`src/rtl/nonce_verifier.sv`:
```
// nonce_verifier: consumer-side check of a (block, nonce) pair against a
// difficulty target, using the mining micro-hash. Iterative engine: one
// hash round per cycle, 32 rounds per check. Keeps saturating statistics.
//
// Handshakes: a transfer happens on a rising clock edge where valid and
// ready are both 1. A producer holds valid (and its payload) until that
// edge; ready never depends combinationally on valid.
//   request : req_valid/req_ready  (payload data_in, nonce, target)
//   response: resp_valid/resp_ready (payload pass, hash_out)
`timescale 1ns/1ps

module nonce_verifier #(
    parameter int BYTE_W = 8,
    parameter int CNT_W  = 16
) (
    input  logic                  clk,
    input  logic                  reset,
    input  logic                  req_valid,
    output logic                  req_ready,
    input  logic [12*BYTE_W-1:0]  data_in,
    input  logic [4*BYTE_W-1:0]   nonce,
    input  logic [BYTE_W-1:0]     target,
    output logic                  resp_valid,
    input  logic                  resp_ready,
    output logic                  pass,
    output logic [3*BYTE_W-1:0]   hash_out,
    output logic [CNT_W-1:0]      checked_cnt,
    output logic [CNT_W-1:0]      pass_cnt,
    output logic [1:0]            dbg_state
);

    typedef enum logic [1:0] {
        IDLE  = 2'd0,
        HASH  = 2'd1,
        CHECK = 2'd2,
        RESP  = 2'd3
    } state_t;

    localparam logic [BYTE_W-1:0] H0_INIT = BYTE_W'(8'h01);
    localparam logic [BYTE_W-1:0] H1_INIT = BYTE_W'(8'h89);
    localparam logic [BYTE_W-1:0] H2_INIT = BYTE_W'(8'hFE);
    localparam logic [BYTE_W-1:0] K_LO    = BYTE_W'(8'h99);
    localparam logic [BYTE_W-1:0] K_HI    = BYTE_W'(8'hA1);
    localparam logic [4:0]        LAST_RD = 5'd31;
    localparam logic [4:0]        K_SWAP  = 5'd16;

    state_t            state;
    logic [4:0]        round;
    logic [BYTE_W-1:0] win [16];
    logic [BYTE_W-1:0] target_q;
    logic [BYTE_W-1:0] h0, h1, h2;

    // Per-round combinational terms
    logic [BYTE_W-1:0] k_sel;
    logic [BYTE_W-1:0] x_sel;
    logic [BYTE_W-1:0] h0_next;
    logic [BYTE_W-1:0] h1_next;
    logic [BYTE_W-1:0] h2_next;
    logic [BYTE_W-1:0] w_new;
    logic              pass_now;

    assign dbg_state = state;

    // Round function, next schedule byte and acceptance compare
    always_comb begin
        k_sel    = K_LO;
        x_sel    = h1 ^ h2;
        if (round > K_SWAP) begin
            k_sel = K_HI;
            x_sel = h0 ^ h1;
        end
        // win[j] holds W[round+j]; W[round+16] = W[round+13] | (W[round+7] ^ W[round+2])
        w_new    = win[13] | (win[7] ^ win[2]);
        h0_next  = h2 + (x_sel ^ win[0]) + k_sel;
        h1_next  = {h0[BYTE_W-2:0], h0[BYTE_W-1]};
        h2_next  = {h1[1:0], h1[BYTE_W-1:2]};
        pass_now = (h0 < target_q) && (h1 < target_q);
    end

    // Control FSM with registered handshake outputs, datapath and statistics
    always_ff @(posedge clk or negedge reset) begin
        if (!reset) begin
            state       <= IDLE;
            round       <= '0;
            target_q    <= '0;
            h0          <= '0;
            h1          <= '0;
            h2          <= '0;
            req_ready   <= 1'b0;
            resp_valid  <= 1'b0;
            pass        <= 1'b0;
            hash_out    <= '0;
            checked_cnt <= '0;
            pass_cnt    <= '0;
            for (int i = 0; i < 16; i++) begin
                win[i] <= '0;
            end
        end else begin
            case (state)
                IDLE: begin
                    if (req_valid && req_ready) begin
                        // Message bytes 0..11 from data_in (MSB first), 12..15 from nonce
                        for (int i = 0; i < 12; i++) begin
                            win[i] <= data_in[(12-i)*BYTE_W-1 -: BYTE_W];
                        end
                        for (int i = 0; i < 4; i++) begin
                            win[12+i] <= nonce[(4-i)*BYTE_W-1 -: BYTE_W];
                        end
                        target_q  <= target;
                        h0        <= H0_INIT;
                        h1        <= H1_INIT;
                        h2        <= H2_INIT;
                        round     <= '0;
                        req_ready <= 1'b0;
                        state     <= HASH;
                    end else begin
                        req_ready <= 1'b1;
                    end
                end

                HASH: begin
                    h0 <= h0_next;
                    h1 <= h1_next;
                    h2 <= h2_next;
                    // Consume W[round], append W[round+16]
                    for (int i = 0; i < 15; i++) begin
                        win[i] <= win[i+1];
                    end
                    win[15] <= w_new;
                    round   <= round + 5'd1;
                    if (round == LAST_RD) begin
                        state <= CHECK;
                    end
                end

                CHECK: begin
                    pass     <= pass_now;
                    hash_out <= {h0, h1, h2};
                    if (checked_cnt != {CNT_W{1'b1}}) begin
                        checked_cnt <= checked_cnt + 1'b1;
                    end
                    if (pass_now && (pass_cnt != {CNT_W{1'b1}})) begin
                        pass_cnt <= pass_cnt + 1'b1;
                    end
                    resp_valid <= 1'b1;
                    state      <= RESP;
                end

                RESP: begin
                    // Response held until consumed; the next request waits for this
                    if (resp_ready) begin
                        resp_valid <= 1'b0;
                        req_ready  <= 1'b1;
                        state      <= IDLE;
                    end
                end

                default: begin
                    state <= IDLE;
                end
            endcase
        end
    end

endmodule

```
`config.mk`:
```
export PLATFORM = sky130hd
export DESIGN_NAME = nonce_verifier
export DESIGN_NICKNAME = d
export VERILOG_FILES = /design/src/rtl/nonce_verifier.sv
export SDC_FILE = /design/constraint.sdc
export NUM_CORES = 1
export LEC_CHECK = 0
export CORE_ASPECT_RATIO = 1.5
export CORE_MARGIN = 2
export CORE_UTILIZATION = 30
export DETAILED_ROUTE_END_ITERATION = 10
export GPL_ROUTABILITY_DRIVEN = 1
export HOLD_SLACK_MARGIN = 0.06
export SYNTH_ARGS = -nofsm -noshare
export SYNTH_HDL_FRONTEND = slang
export SYNTH_SLANG_ARGS = --single-unit
export TNS_END_PERCENT = 50
```
`constraint.sdc`:
```
create_clock -name clk -period 6.2 [get_ports clk]
set_clock_uncertainty 0.15 [all_clocks]
set_input_delay 1.24 -clock clk [delete_from_list [all_inputs] [get_ports clk]]
set_output_delay 1.24 -clock clk [all_outputs]
set_load 0.03 [all_outputs]
```
# Word level (Yosys, flattened, before mapping)
# Index checks and enable logic that the tools add are counted.
[op_classes]
n_addsub = 5
magnitude_cmp = 3
mux = 21
n_eq_ne = 9
bitwise_logic = 5
n_reduce_logical = 14
[op_table]
columns = ["op", "count"]
rows = [
  ["case mux 128 bit (2 select lines)", 1],
  ["2-to-1 mux 128 bit", 1],
  ["case mux 8 bit (2 select lines)", 3],
  ["adder 16 x 1 -> 16 bit (second input constant)", 2],
  ["2-to-1 mux 8 bit", 4],
  ["inequality test 16 bit (second input constant)", 2],
  ["bitwise XOR 8 bit", 4],
  ["adder 8 bit", 2],
  ["< comparator 8 bit", 2],
  ["AND reduction 2 bit", 6],
  ["case mux 5 bit (2 select lines)", 1],
  ["OR 8 bit", 1],
  ["case mux 2 bit (4 select lines)", 1],
  ["2-to-1 mux 2 bit", 3],
  ["2-to-1 mux 6 bit", 1],
  ["inequality test 2 bit (second input constant)", 3],
  ["nonzero test 2 bit", 3],
  ["adder 5 x 1 -> 5 bit (second input constant)", 1],
  ["== test 5 bit (second input constant)", 1],
  ["> comparator 5 bit (second input constant)", 1],
  ["2-to-1 mux 5 bit", 1],
  ["== test 2 bit (second input constant)", 2],
  ["case mux 1 bit (2 select lines)", 2],
  ["logical AND 1 bit", 3],
  ["4 further kinds", 6],
]
[totals]
output_inout_bits = 61
reg_bits = 226
word_cells = 85

# Logic depth before layout (Yosys ltp)
# Gate-level depths: netlist (run 1).
[depth]
word_depth = 6
ltp_mapped = 18
mapped_depth_nobuf = 17

# Least setup slack after synthesis (run 1)
# OpenSTA, ideal clock, no wires.
[synth_path]
path_kind = "reg2reg"
from = "reg round[0]"
to = "reg h0[7]"
required_ns = 5.919
arrival_ns = 3.155
path_slack_ns = 2.764
synth_period_minus_slack_ns = 3.436
n_path_buf = 1
path_stages_with_launch = 17
cell_sequence = "dfrtp_1 -> inv_1 -> ha_1 -> inv_1 -> o31ai_1 -> buf_2 -> mux2i_1 -> xnor2_1 -> fa_1 -> inv_1 -> ha_1 -> nor2b_1 -> nor3_1 -> o21bai_1 -> a21oi_1 -> xnor2_1 -> o22ai_1"
[synth_via]
elab_chain_cells = 6
elab_cells_between_ends = 7
[synth_rtl]
columns = ["item", "line_no", "source"]
rows = [
  ["start: declaration", "48", "logic [4:0] round;"],
  ["start signal: assignment", "130", "round <= round + 5'd1;"],
  ["> comparator 5 bit (*)", "68", "if (round > K_SWAP) begin"],
  ["2-to-1 mux 8 bit", "68", ""],
  ["bitwise XOR 8 bit", "74", "h0_next = h2 + (x_sel ^ win[0]) + k_sel;"],
  ["adder 8 bit", "74", ""],
  ["adder 8 bit (*)", "74", ""],
  ["case mux 8 bit (2 select lines) (*)", "99", "case (state)"],
  ["end signal: assignment", "122", "h0 <= h0_next;"],
  ["end: declaration", "51", "logic [BYTE_W-1:0] h0, h1, h2;"],
]
# Every way passes the cells marked *; elsewhere a longest branch is shown, timed or not.
# A chain may end at the register's enable or synchronous reset.

# Worst setup path in the final report (run 1)
[layout_path]
from = "in req_valid"
to = "reg win[32] (netlist name)"
[layout_via]
elab_chain_cells = 3
[layout_rtl]
columns = ["item", "line_no", "source"]
rows = [
  ["start: declaration", "18", "input logic req_valid,"],
  ["logical AND 1 bit", "101", "if (req_valid && req_ready) begin"],
  ["inequality test 2 bit (no source line)", "n/a", ""],
  ["AND reduction 2 bit (no source line)", "n/a", ""],
  ["end signal: indexed assignment", "104", "win[i] <= data_in[(12-i)*BYTE_W-1 -: BYTE_W];"],
  ["end signal: indexed assignment", "107", "win[12+i] <= nonce[(4-i)*BYTE_W-1 -: BYTE_W];"],
  ["end signal: indexed assignment", "127", "win[i] <= win[i+1];"],
  ["end: declaration", "49", "logic [BYTE_W-1:0] win [16];"],
]
# Every way passes these cells.

==> reports/metrics.yaml, run 1 <==
timing:
  final_max_slew_violation_count: 0
  final_period_minus_worst_setup_slack_ns: 3.59
  setup_viol_count_final: 0
  grt_setup_unrepaired: "false"
  hold_viol: 0
  timing.max_slew.rel_slack_pct: 16.9
  setup_tns_ns: 0
  worst_slew_pin_slew_ns: 1.24
  max_freq_mhz: 279
  period_share_pct: 57.9
place:
  place.detailed.hpwl_um: 20400
  place_inst: 1599
  port_buffers: 200
  gpl.final_weighted_congestion: 0.785
logic_synthesis:
  synth.distinct_cells: 50
  flip_flop_and_latch_count_after_synthesis: 226
  share_of_flip_flops_with_an_asynchronous_set_or_reset_after_synthesis_pct: 100
  postSynthNetCount: 1149
  mappedNetlistArea_sq_um: 10600
  syn_area_per_cell_sq_um: 10.9
  synth.yosys.seq_area_share_pct: 53.4
  yosys_most_used_dff: "sky130_fd_sc_hd__dfrtp_1"
  syn_inst: 972
  yosys-top-cells-area: "sky130_fd_sc_hd__dfrtp_1 53%, sky130_fd_sc_hd__mux2i_1 6.3%, sky130_fd_sc_hd__a222oi_1 5.8%"
  yosys.area.top_type: "sky130_fd_sc_hd__dfrtp_1"
  synthDominantCellAreaShare_pct: 53.4
  number_of_enable_type_register_cells_in_the_synthesized_netlist: 0
  synth-warning-count: 0
min_path:
  hold_path.class: "reg2reg"
  hold-path-cell-count: 2
  min_from: "win[118]$_DFFE_PN0P_"
layout:
  area_overhead_of_the_layout_relative_to_synthesis_pct: 31.0
  final.fill_count: 3427
  diodes: 0
  final_cell_count_no_fill: 1644
  design.final.nets: 1330
  layout-drive-gt1-share_pct: 7.94
detailed_routing:
  dr.pass1.iters: 9
  drc: 0
  routed_via_density: 4.79
  routedWlPerCell_um: 17.3
  drt-total-wl_um: 28400
  final_antenna_net_count: 0
  drt_iter0_markers: 651
  dr_total_vias: 7882
clock_network:
  cts.sinks: 226
  clk_path_buf_depth: 3
  tritoncts: "done"
  ctsRootBufferMaster: "sky130_fd_sc_hd__clkbuf_16"
  cts.clk_slew.worst_paths_ns: 0.06
  post_cts_resize_count: 0
  tritoncts.num_buffers: 25
  cts_setup_buffers: 0
  ctsHoldBuffers: 0
  clk-insertion-delay-late_ns: 0.52
  cts-htree-levels: 1
floorplanning:
  die_width_um: 157
  ios: 201
  fp.dieArea_sq_um: 36900
  row_count: 84
  die_y_um: 234
  initial_standard_cell_utilization_of_the_core_pct: 30.4
  floorplan.core_area_sq_um: 34900
worst_setup_path:
  worst-r2r-setup-slack_ns: 2.72
  worst-path-max-fanout: 53
  worst_r2r_startpoint: "round[0]$_DFFE_PN0P_"
  worstSetupEndpointType: "register"
  critical_path.startpoint: "req_valid"
  r2r-end: "h0[7]$_DFFE_PN0P_"
  timing_worst_setup_path_type: "in2reg"
  worst-r2r-cell-count: 16
  critPathLaunchType: "input pin"
  arrival_ns: 3.90
  timing.critical_path.required_ns: 6.51
  timing.critical_path.to: "win[32]$_DFFE_PN0P_"
power_and_ir_drop:
  worst_ir_drop_vdd_mv: 0.343
  power.static_leakage_uw: 0.00639
  power_density_nw_per_um2: 535
run:
  max_cap_violations: 0
grt:
  grt_start_max_net_pins: 130
  grt_util_all_layers_pct: 15.5
  grt_overflow: 0
  grt_pass1_vias: 8184
  grt_first_pass_wirelength_um: 44900
  antenna_found_initial: 0
run_status:
  status: "completed"
[placed cells by master (no fill, tap or decap), drive strengths merged, types with 19 or more instances in the layout]
cell type	Yosys	final
clkdlybuf4s50	0	199
o21ai	96	96
a222oi	61	61
mux2	34	34
nor2	30	30
nand3	19	19
xnor2	26	26
clkbuf	38	38
nand2	102	102
dfrtp	226	226
xor2	35	35
mux2i	67	67
ha	34	34
inv	100	101
[cell families after synthesis]
kind of cell / count (synthesis) / share of synthesized area (%)
flops: 226 / 53.4
compound gates: 199 / 13.1
simple gates: 194 / 8.33
buf+inv: 154 / 5.61
mux: 101 / 9.98
xor+xnor: 61 / 5.04
fa+ha+maj: 37 / 4.58
[worst max-delay path, stage by stage]
cell	delay (ns)
sky130_fd_sc_hd__clkdlybuf4s50_1	0.47
sky130_fd_sc_hd__nand3_1	0.49
sky130_fd_sc_hd__nor2_4	1.13
sky130_fd_sc_hd__buf_4	0.33
sky130_fd_sc_hd__a222oi_1	0.10
sky130_fd_sc_hd__inv_1	0.09
[worst min-delay path by stage]
stage and endpoint:
2_1_floorplan win[100]$_DFFE_PN0P_, 3_3_place_gp win[97]$_DFFE_PN0P_, 3_5_place_dp win[118]$_DFFE_PN0P_, 4_1_cts win[91]$_DFFE_PN0P_
5_1_grt win[116]$_DFFE_PN0P_, 6_report win[118]$_DFFE_PN0P_
[per-stage QoR]
| step | hold slack (ns) | instance area (sq um) | power [uW] | utilization (%) | worst slack [ns] |
|---|---|---|---|---|---|
| global route | 0.353 | 13900 | 8040 | 39.8 | 2.51 |
| CTS | 0.333 | 13900 | 7540 | 39.8 | 2.68 |
| floorplan | 0.300 | 10600 | 4980 | - | 2.76 |
| finish | 0.326 | 13900 | 7420 | 39.8 | 2.61 |
| detailed placement | 0.320 | 13100 | 6080 | 37.5 | 2.12 |
| global placement | 0.310 | 13100 | 5940 | 37.5 | 2.17 |
[layout make-up]
class / count / area [sq um] / share of cell area (%)
Clock buffer: 38 / 744 / 5.36
Sequential cell: 226 / 5660 / 40.7
Clock inverter: 7 / 42.5 / 0.306
Multi-Input combinational cell: 592 / 4380 / 31.6
Tap cell: 473 / 592 / 4.26
Inverter: 100 / 375 / 2.70
Timing Repair Buffer: 208 / 2090 / 15.1
[synth_stat cells (all sizes together) (2+ instances only)]
library cell / instances
a21o: 2
a21oi: 8
a222oi: 61
a22o: 6
a31oi: 10
and3: 3
and4: 3
buf: 16
clkbuf: 38
dfrtp: 226
fa: 3
ha: 34
inv: 100
mux2: 34
mux2i: 67
nand2: 102
nand3: 19
nand4: 6
nor2: 30
nor2b: 2
nor3: 16
nor4: 6
o211ai: 2
o21a: 2
o21ai: 96
o21bai: 2
o22ai: 2
or3: 2
xnor2: 26
xor2: 35
[layer usage]
layer | vias up | track usage [%] | share of wire (%) | wire [um]
met1 | 3838 | 17.6 | 38 | 10800
met4 | 0 | 4.57 | 2.3 | 656
met3 | 35 | 3.31 | 6.2 | 1770
li1 | 3790 | - | - | -
met5 | - | 0 | 0 | 0
met2 | 219 | 28.8 | 54 | 15200
[state kept, by name, summed over array words and instances (netlist names)]
signal,count
req_ready,1
hash_out,24
pass,1
target_q,8
dbg_state,2
win,128
h2,8
round,5
checked_cnt,16
h0,8
h1,8
pass_cnt,16
resp_valid,1
[report_power, final]
part | internal [uW] | total [uW] | switching [uW]
sequential | 2060 | 2540 | 485
clock | 827 | 1430 | 605
combinational | 1500 | 3450 | 1940
No activity file was read; power rests on OpenSTA's default activity.
==> run 2, diff against run 1 <==
==> constraint.sdc (replaced) <==
create_clock -name clk -period 3.5 [get_ports clk]
set_clock_uncertainty 0.15 [all_clocks]
set_input_delay 0.7 -clock clk [delete_from_list [all_inputs] [get_ports clk]]
set_output_delay 0.7 -clock clk [all_outputs]
set_load 0.03 [all_outputs]
==> run 2 against run 1 <==
Count of clock-buffer cells in the layout is 4 lower. Cell count grew 0.91%. Power grew 88%. Worst hold slack better by 0.0026 ns. Sequential share of layout area shrank 1.1 points. First-iteration DRC count increased by 12%. Die area did not move. Critical path depth up 11. Via count grew 0.88%. Non-clock buffer count rose by 15. Setup slack got worse by 2.4 ns. Highest routed layer unchanged.
==> reports/metrics.yaml, run 2 (synthesis gave the netlist of run 1 again) <==
min_path:
  min_from: "win[102]$_DFFE_PN0P_"
  hold_path.class: "reg2reg"
layout:
  finalCoreUtilization_pct: 40.9
  area_overhead_of_the_layout_relative_to_synthesis_pct: 34.8
  layout_top_registers: "win: 128 flops, hash_out: 24 flops"
  diodes: 0
  design.final.nets: 1345
  design_area_sq_um: 14300
  largest_reg_flops: 128
  max_flop_register: "win"
  layout-drive-gt1-share_pct: 9.87
  mostFrequentLayoutCell: "sky130_fd_sc_hd__dfrtp_1"
  layout_common_cells: "226 x sky130_fd_sc_hd__dfrtp_1, 199 x sky130_fd_sc_hd__clkdlybuf4s50_1, 102 x sky130_fd_sc_hd__nand2_1"
detailed_routing:
  detailed_route_wire_length_on_metal_1_um: 11200
  routed_via_density: 4.79
  dr_total_vias: 7951
  routedWlPerCell_um: 17.3
  final_antenna_net_count: 0
  dr.pass1.iters: 9
  met2_wl_um: 15000
  drt_iter0_markers: 726
  route.top_layer_used: "met4"
  met3WireLength_um: 1690
  drc: 0
  drt-total-wl_um: 28700
worst_setup_path:
  critical_path.startpoint: "round[0]$_DFFE_PN0P_"
  path_cells: "inv_1 > ha_1 > inv_1 > o31ai_4 > buf_6 > buf_4 > nor2_1 > a21oi_1 > xnor2_1 > ha_1 > ha_1 > a21o_1 > a21oi_2 > nor2_1 > a211oi_1 > xor2_1 > o21ai_0"
  timing_worst_setup_path_type: "reg2reg"
  timing.critical_path.required_ns: 3.75
  worstSetupEndpointType: "register"
  worst-path-max-fanout: 7
  arrival_ns: 3.50
  worst_r2r_startpoint: "round[0]$_DFFE_PN0P_"
  critical_path.slowest_cell: "sky130_fd_sc_hd__dfrtp_1"
  timing.critical_path.buf_inv: 4
  worst_path_dominant_cell_family: "compound AO/OA/AOI/OAI gates"
  worst_path_most_repeated_cell: "sky130_fd_sc_hd__ha_1"
  cpPeakStageDelay_ns: 0.42
  critPathLaunchType: "register"
floorplanning:
  floorplan.core_area_sq_um: 34900
  ios: 201
  die_y_um: 234
  row_count: 84
  fp.dieArea_sq_um: 36900
  initial_standard_cell_utilization_of_the_core_pct: 30.4
  die_width_um: 157
power_and_ir_drop:
  sw_frac_of_total_pct: 39.2
  combinationalPowerShare_pct: 45.4
  power.static_leakage_uw: 0.00657
  share_seq_of_total_power_pct: 32.4
  power_density_nw_per_um2: 976
  worst_ir_drop_vdd_mv: 0.466
  p_int_uw: 8460
  power_frac_clock_pct: 22.2
  total_switching_power_uw: 5470
  final_power_uw: 13900
grt:
  grt_start_max_net_pins: 73
  grt_first_pass_wirelength_um: 45200
  grt_overflow: 0
  antenna_found_initial: 0
  grt_util_all_layers_pct: 15.7
  grt_pass1_vias: 8246
run:
  max_cap_violations: 0
timing:
  final_period_minus_worst_setup_slack_ns: 3.25
  final_max_slew_violation_count: 0
  worst_slew_pin_slew_ns: 1.09
  setup_viol_count_final: 0
  hold_viol: 0
  max_freq_mhz: 308
  fin_ws_ns: 0.250
  period_share_pct: 92.9
  timing.max_slew.rel_slack_pct: 26.7
place:
  dp_worst_setup_slack_ns: 0.0886
  place.detailed.hpwl_um: 20700
  port_buffers: 200
  postPlaceCellArea_sq_um: 13200
  gpl.final_weighted_congestion: 0.836
clock_network:
  cts-htree-levels: 1
  tritoncts.num_buffers: 25
  cts.clk_slew.worst_paths_ns: 0.06
  cts.sinks: 226
  tritoncts: "done"
  clk-insertion-delay-late_ns: 0.53
  ctsRootBufferMaster: "sky130_fd_sc_hd__clkbuf_16"
  clk_path_buf_depth: 3
run_status:
  status: "completed"
==> run 2: power by group through the flow <==
stage / Sequential, uW / Clock, uW / Combinational, uW
floorplan: 4590 / 0 / 4240
finish: 4520 / 3090 / 6330
CTS: 4540 / 3190 / 6340
detailed placement: 4580 / 0 / 6320
global route: 4650 / 3280 / 7130
global placement: 4540 / 0 / 6170
==> run 2: final timing paths <==
path	to	cells past startpoint	slack, ns
setup / recovery	h0[6]$_DFFE_PN0P_	17	0.25
max in group asynchronous	win[51]$_DFFE_PN0P_	3	1.96
min in group asynchronous	checked_cnt[9]$_DFFE_PN0P_	2	0.50
hold / removal	win[102]$_DFFE_PN0P_	2	0.33
setup reg to reg	h0[6]$_DFFE_PN0P_	17	0.25
hold reg to reg	win[102]$_DFFE_PN0P_	2	0.33
==> run 2: per-stage QoR <==
step	TNS [ns]	std cells	hold slack (ns)
4_1_cts	0	1653	0.331
6_report	0	1659	0.329
3_5_place_dp	0	1607	0.320
2_1_floorplan	0	972	0.254
3_3_place_gp	0	1607	0.311
5_1_grt	-0.0174	1659	0.353
==> run 2: tightest hold or removal path, cell delays in order, from the launching register on <==
cell                      delay, ns
sky130_fd_sc_hd__dfrtp_1       0.34
sky130_fd_sc_hd__nand2_1       0.04
sky130_fd_sc_hd__o21ai_0       0.06
==> run 2: routing by layer <==
| layer | track usage, % | up-vias |
|---|---|---|
| li1 | - | 3830 |
| met3 | 3.66 | 48 |
| met2 | 29.1 | 216 |
| met4 | 4.86 | 0 |
| met1 | 17.6 | 3857 |
| met5 | 0 | - |
==> run 2: final cells by class <==
class / count / area [sq um]
fillers: 3442 / 20600
flip-flops and latches: 226 / 5660
multi-input cells: 592 / 4410
repair buffers: 223 / 2270
clock buffers: 34 / 739
well taps: 473 / 592
inverters: 100 / 375
clock inverters: 11 / 234
==> run 2: repair_timing <==
item / 4_1_cts / 5_1_grt
endpoints found under the hold margin: 39 / 0
gates resized for setup: 0 / 8
endpoints found under the setup margin: 0 / 2
setup buffers: 0 / 6
hold buffers: 1 / 0
==> run 3, diff against run 2 <==
==> constraint.sdc (replaced) <==
create_clock -name clk -period 3.3 [get_ports clk]
set_clock_uncertainty 0.15 [all_clocks]
set_input_delay 0.66 -clock clk [delete_from_list [all_inputs] [get_ports clk]]
set_output_delay 0.66 -clock clk [all_outputs]
set_load 0.03 [all_outputs]
==> run 3 against run 2 <==
Critical path depth is the same. Sequential power increased by 6.0%. Flip-flop and latch count stayed put. Register-to-register slack worse by 0.17 ns. Cell area down 0.44%. Non-clock buffer count grew 7. Count of clock-buffer cells in the layout is 1 lower. Clock power fell by 7.1%. Routed wire length increased by 0.89%. Largest power group unchanged. Critical endpoint is now h0[7]$_DFFE_PN0P_. Highest routed layer unchanged.
==> reports/metrics.yaml, run 3 (synthesis gave the netlist of run 1 again) <==
clock_network:
  tritoncts: "done"
  clk_path_buf_depth: 3
  cts-htree-levels: 1
  tritoncts.num_buffers: 25
  cts.clk_slew.worst_paths_ns: 0.06
  clk-insertion-delay-late_ns: 0.52
  ctsRootBufferMaster: "sky130_fd_sc_hd__clkbuf_16"
  cts.sinks: 226
power_and_ir_drop:
  worst_ir_drop_vdd_mv: 0.494
  power_density_nw_per_um2: 1030
  final_power_uw: 14700
  power.static_leakage_uw: 0.00652
worst_setup_path:
  timing.critical_path.required_ns: 3.54
  worstSetupEndpointType: "register"
  critical_path.startpoint: "round[1]$_DFFE_PN0P_"
  timing_worst_setup_path_type: "reg2reg"
  worst-r2r-setup-slack_ns: 0.08
  critical_path.slowest_cell: "sky130_fd_sc_hd__dfrtp_1"
  worst_r2r_startpoint: "round[1]$_DFFE_PN0P_"
  worst-r2r-cell-count: 17
  critPathLaunchType: "register"
  timing.critical_path.to: "h0[7]$_DFFE_PN0P_"
  worst_path_most_repeated_cell: "sky130_fd_sc_hd__inv_2"
  path_cells: "inv_2 > ha_4 > inv_2 > o31ai_4 > buf_6 > mux2i_2 > xnor2_1 > ha_1 > ha_2 > inv_2 > fa_2 > nor2b_4 > nor3_2 > o21bai_1 > a21oi_2 > xnor2_1 > o22ai_1"
  r2r-end: "h0[7]$_DFFE_PN0P_"
  worst-path-max-fanout: 3
  arrival_ns: 3.46
  cpPeakStageDelay_ns: 0.39
place:
  gpl.final_weighted_congestion: 0.829
  place.detailed.hpwl_um: 20900
  port_buffers: 200
  dp_worst_setup_slack_ns: -0.0889
  place_inst: 1615
layout:
  final_cell_count_no_fill: 1663
  mostFrequentLayoutCell: "sky130_fd_sc_hd__dfrtp_1"
  diodes: 0
  area_overhead_of_the_layout_relative_to_synthesis_pct: 34.2
  layout-drive-gt1-share_pct: 10.2
  layout_common_cells: "226 x sky130_fd_sc_hd__dfrtp_1, 199 x sky130_fd_sc_hd__clkdlybuf4s50_1, 102 x sky130_fd_sc_hd__nand2_1"
  design.final.nets: 1352
  layout_top_registers: "win: 128 flops, hash_out: 24 flops"
  max_flop_register: "win"
  largest_reg_flops: 128
floorplanning:
  die_y_um: 234
  floorplan.core_area_sq_um: 34900
  row_count: 84
  die_width_um: 157
  fp.dieArea_sq_um: 36900
  initial_standard_cell_utilization_of_the_core_pct: 30.4
  ios: 201
grt:
  grt_start_max_net_pins: 90
  grt_util_all_layers_pct: 15.8
  grt_first_pass_wirelength_um: 45400
  antenna_found_initial: 0
  grt_pass1_vias: 8173
  grt_overflow: 0
detailed_routing:
  route.top_layer_used: "met4"
  routed_via_density: 4.79
  drt_iter0_markers: 724
  met2_wl_um: 15500
  drt-total-wl_um: 29000
  dr_total_vias: 7960
  detailed_route_wire_length_on_metal_1_um: 11300
  dr.pass1.iters: 7
  final_antenna_net_count: 0
  routedWlPerCell_um: 17.4
  met3WireLength_um: 1700
  drc: 0
timing:
  final_period_minus_worst_setup_slack_ns: 3.22
  max_freq_mhz: 310
  fin_ws_ns: 0.0792
  grt_setup_unrepaired: "true"
  setup_tns_ns: 0
  worst_slew_pin_slew_ns: 0.669
  setup_viol_count_final: 0
  period_share_pct: 97.6
  final_max_slew_violation_count: 0
  timing.max_slew.rel_slack_pct: 55.3
  hold_viol: 0
run:
  max_cap_violations: 0
run_status:
  status: "completed"
min_path:
  hold_path.class: "reg2reg"
run 3: power breakdown:
group          internal (uW)  leakage [uW]  switching (uW)
Combinational           3220       0.00328            3810
Clock                   1730      0.000400            1140
Sequential              3870       0.00284             919
run 3: worst min-delay path by stage:
stage | start | end | slack [ns] | cells after the start
2_1_floorplan | reset | checked_cnt[0]$_DFFE_PN0P_ | 0.21 | 0
3_3_place_gp | win[96]$_DFFE_PN0P_ | win[96]$_DFFE_PN0P_ | 0.31 | 2
3_5_place_dp | win[78]$_DFFE_PN0P_ | win[78]$_DFFE_PN0P_ | 0.32 | 2
4_1_cts | win[78]$_DFFE_PN0P_ | win[78]$_DFFE_PN0P_ | 0.33 | 2
5_1_grt | win[9]$_DFFE_PN0P_ | win[17]$_DFFE_PN0P_ | 0.35 | 2
6_report | win[101]$_DFFE_PN0P_ | win[101]$_DFFE_PN0P_ | 0.33 | 2
run 3: final cells by class:
type	instances	area, sq um
clock inverters	9	156
fillers	3461	20700
well taps	473	592
flip-flops and latches	226	5660
clock buffers	33	666
multi-input cells	592	4440
repair buffers	230	2330
inverters	100	375
run 3: timing repair:
item	CTS	global route
setup buffers	2	3
hold buffers	1	0
endpoints found under the setup margin	2	3
hold endpoints to repair	66	0
pin swaps	1	11
resized for setup	5	13
run 3: worst max-delay path: cells and delay by family, from the launching register on:
family | cells | cell delay (ns)
compound gates | 4 | 0.57
xor+xnor | 2 | 0.25
fa+ha+maj | 4 | 0.98
buf+inv | 4 | 0.34
flops | 1 | 0.39
mux | 1 | 0.21
simple gates | 2 | 0.20
run 3: through the flow:
stage | hold slack, ns | utilization (%) | cell area [sq um]
3_3_place_gp | 0.311 | 38.1 | 13300
2_1_floorplan | 0.214 | - | 10600
4_1_cts | 0.333 | 40.5 | 14100
6_report | 0.327 | 40.7 | 14200
5_1_grt | 0.349 | 40.7 | 14200
3_5_place_dp | 0.320 | 38.1 | 13300
run 3: layer usage:
layer  vias up  GRT usage [%]
met4         0           3.95
met1      3856           18.0
met2       227           29.5
met5         -              0
met3        33           3.47
li1       3844              -
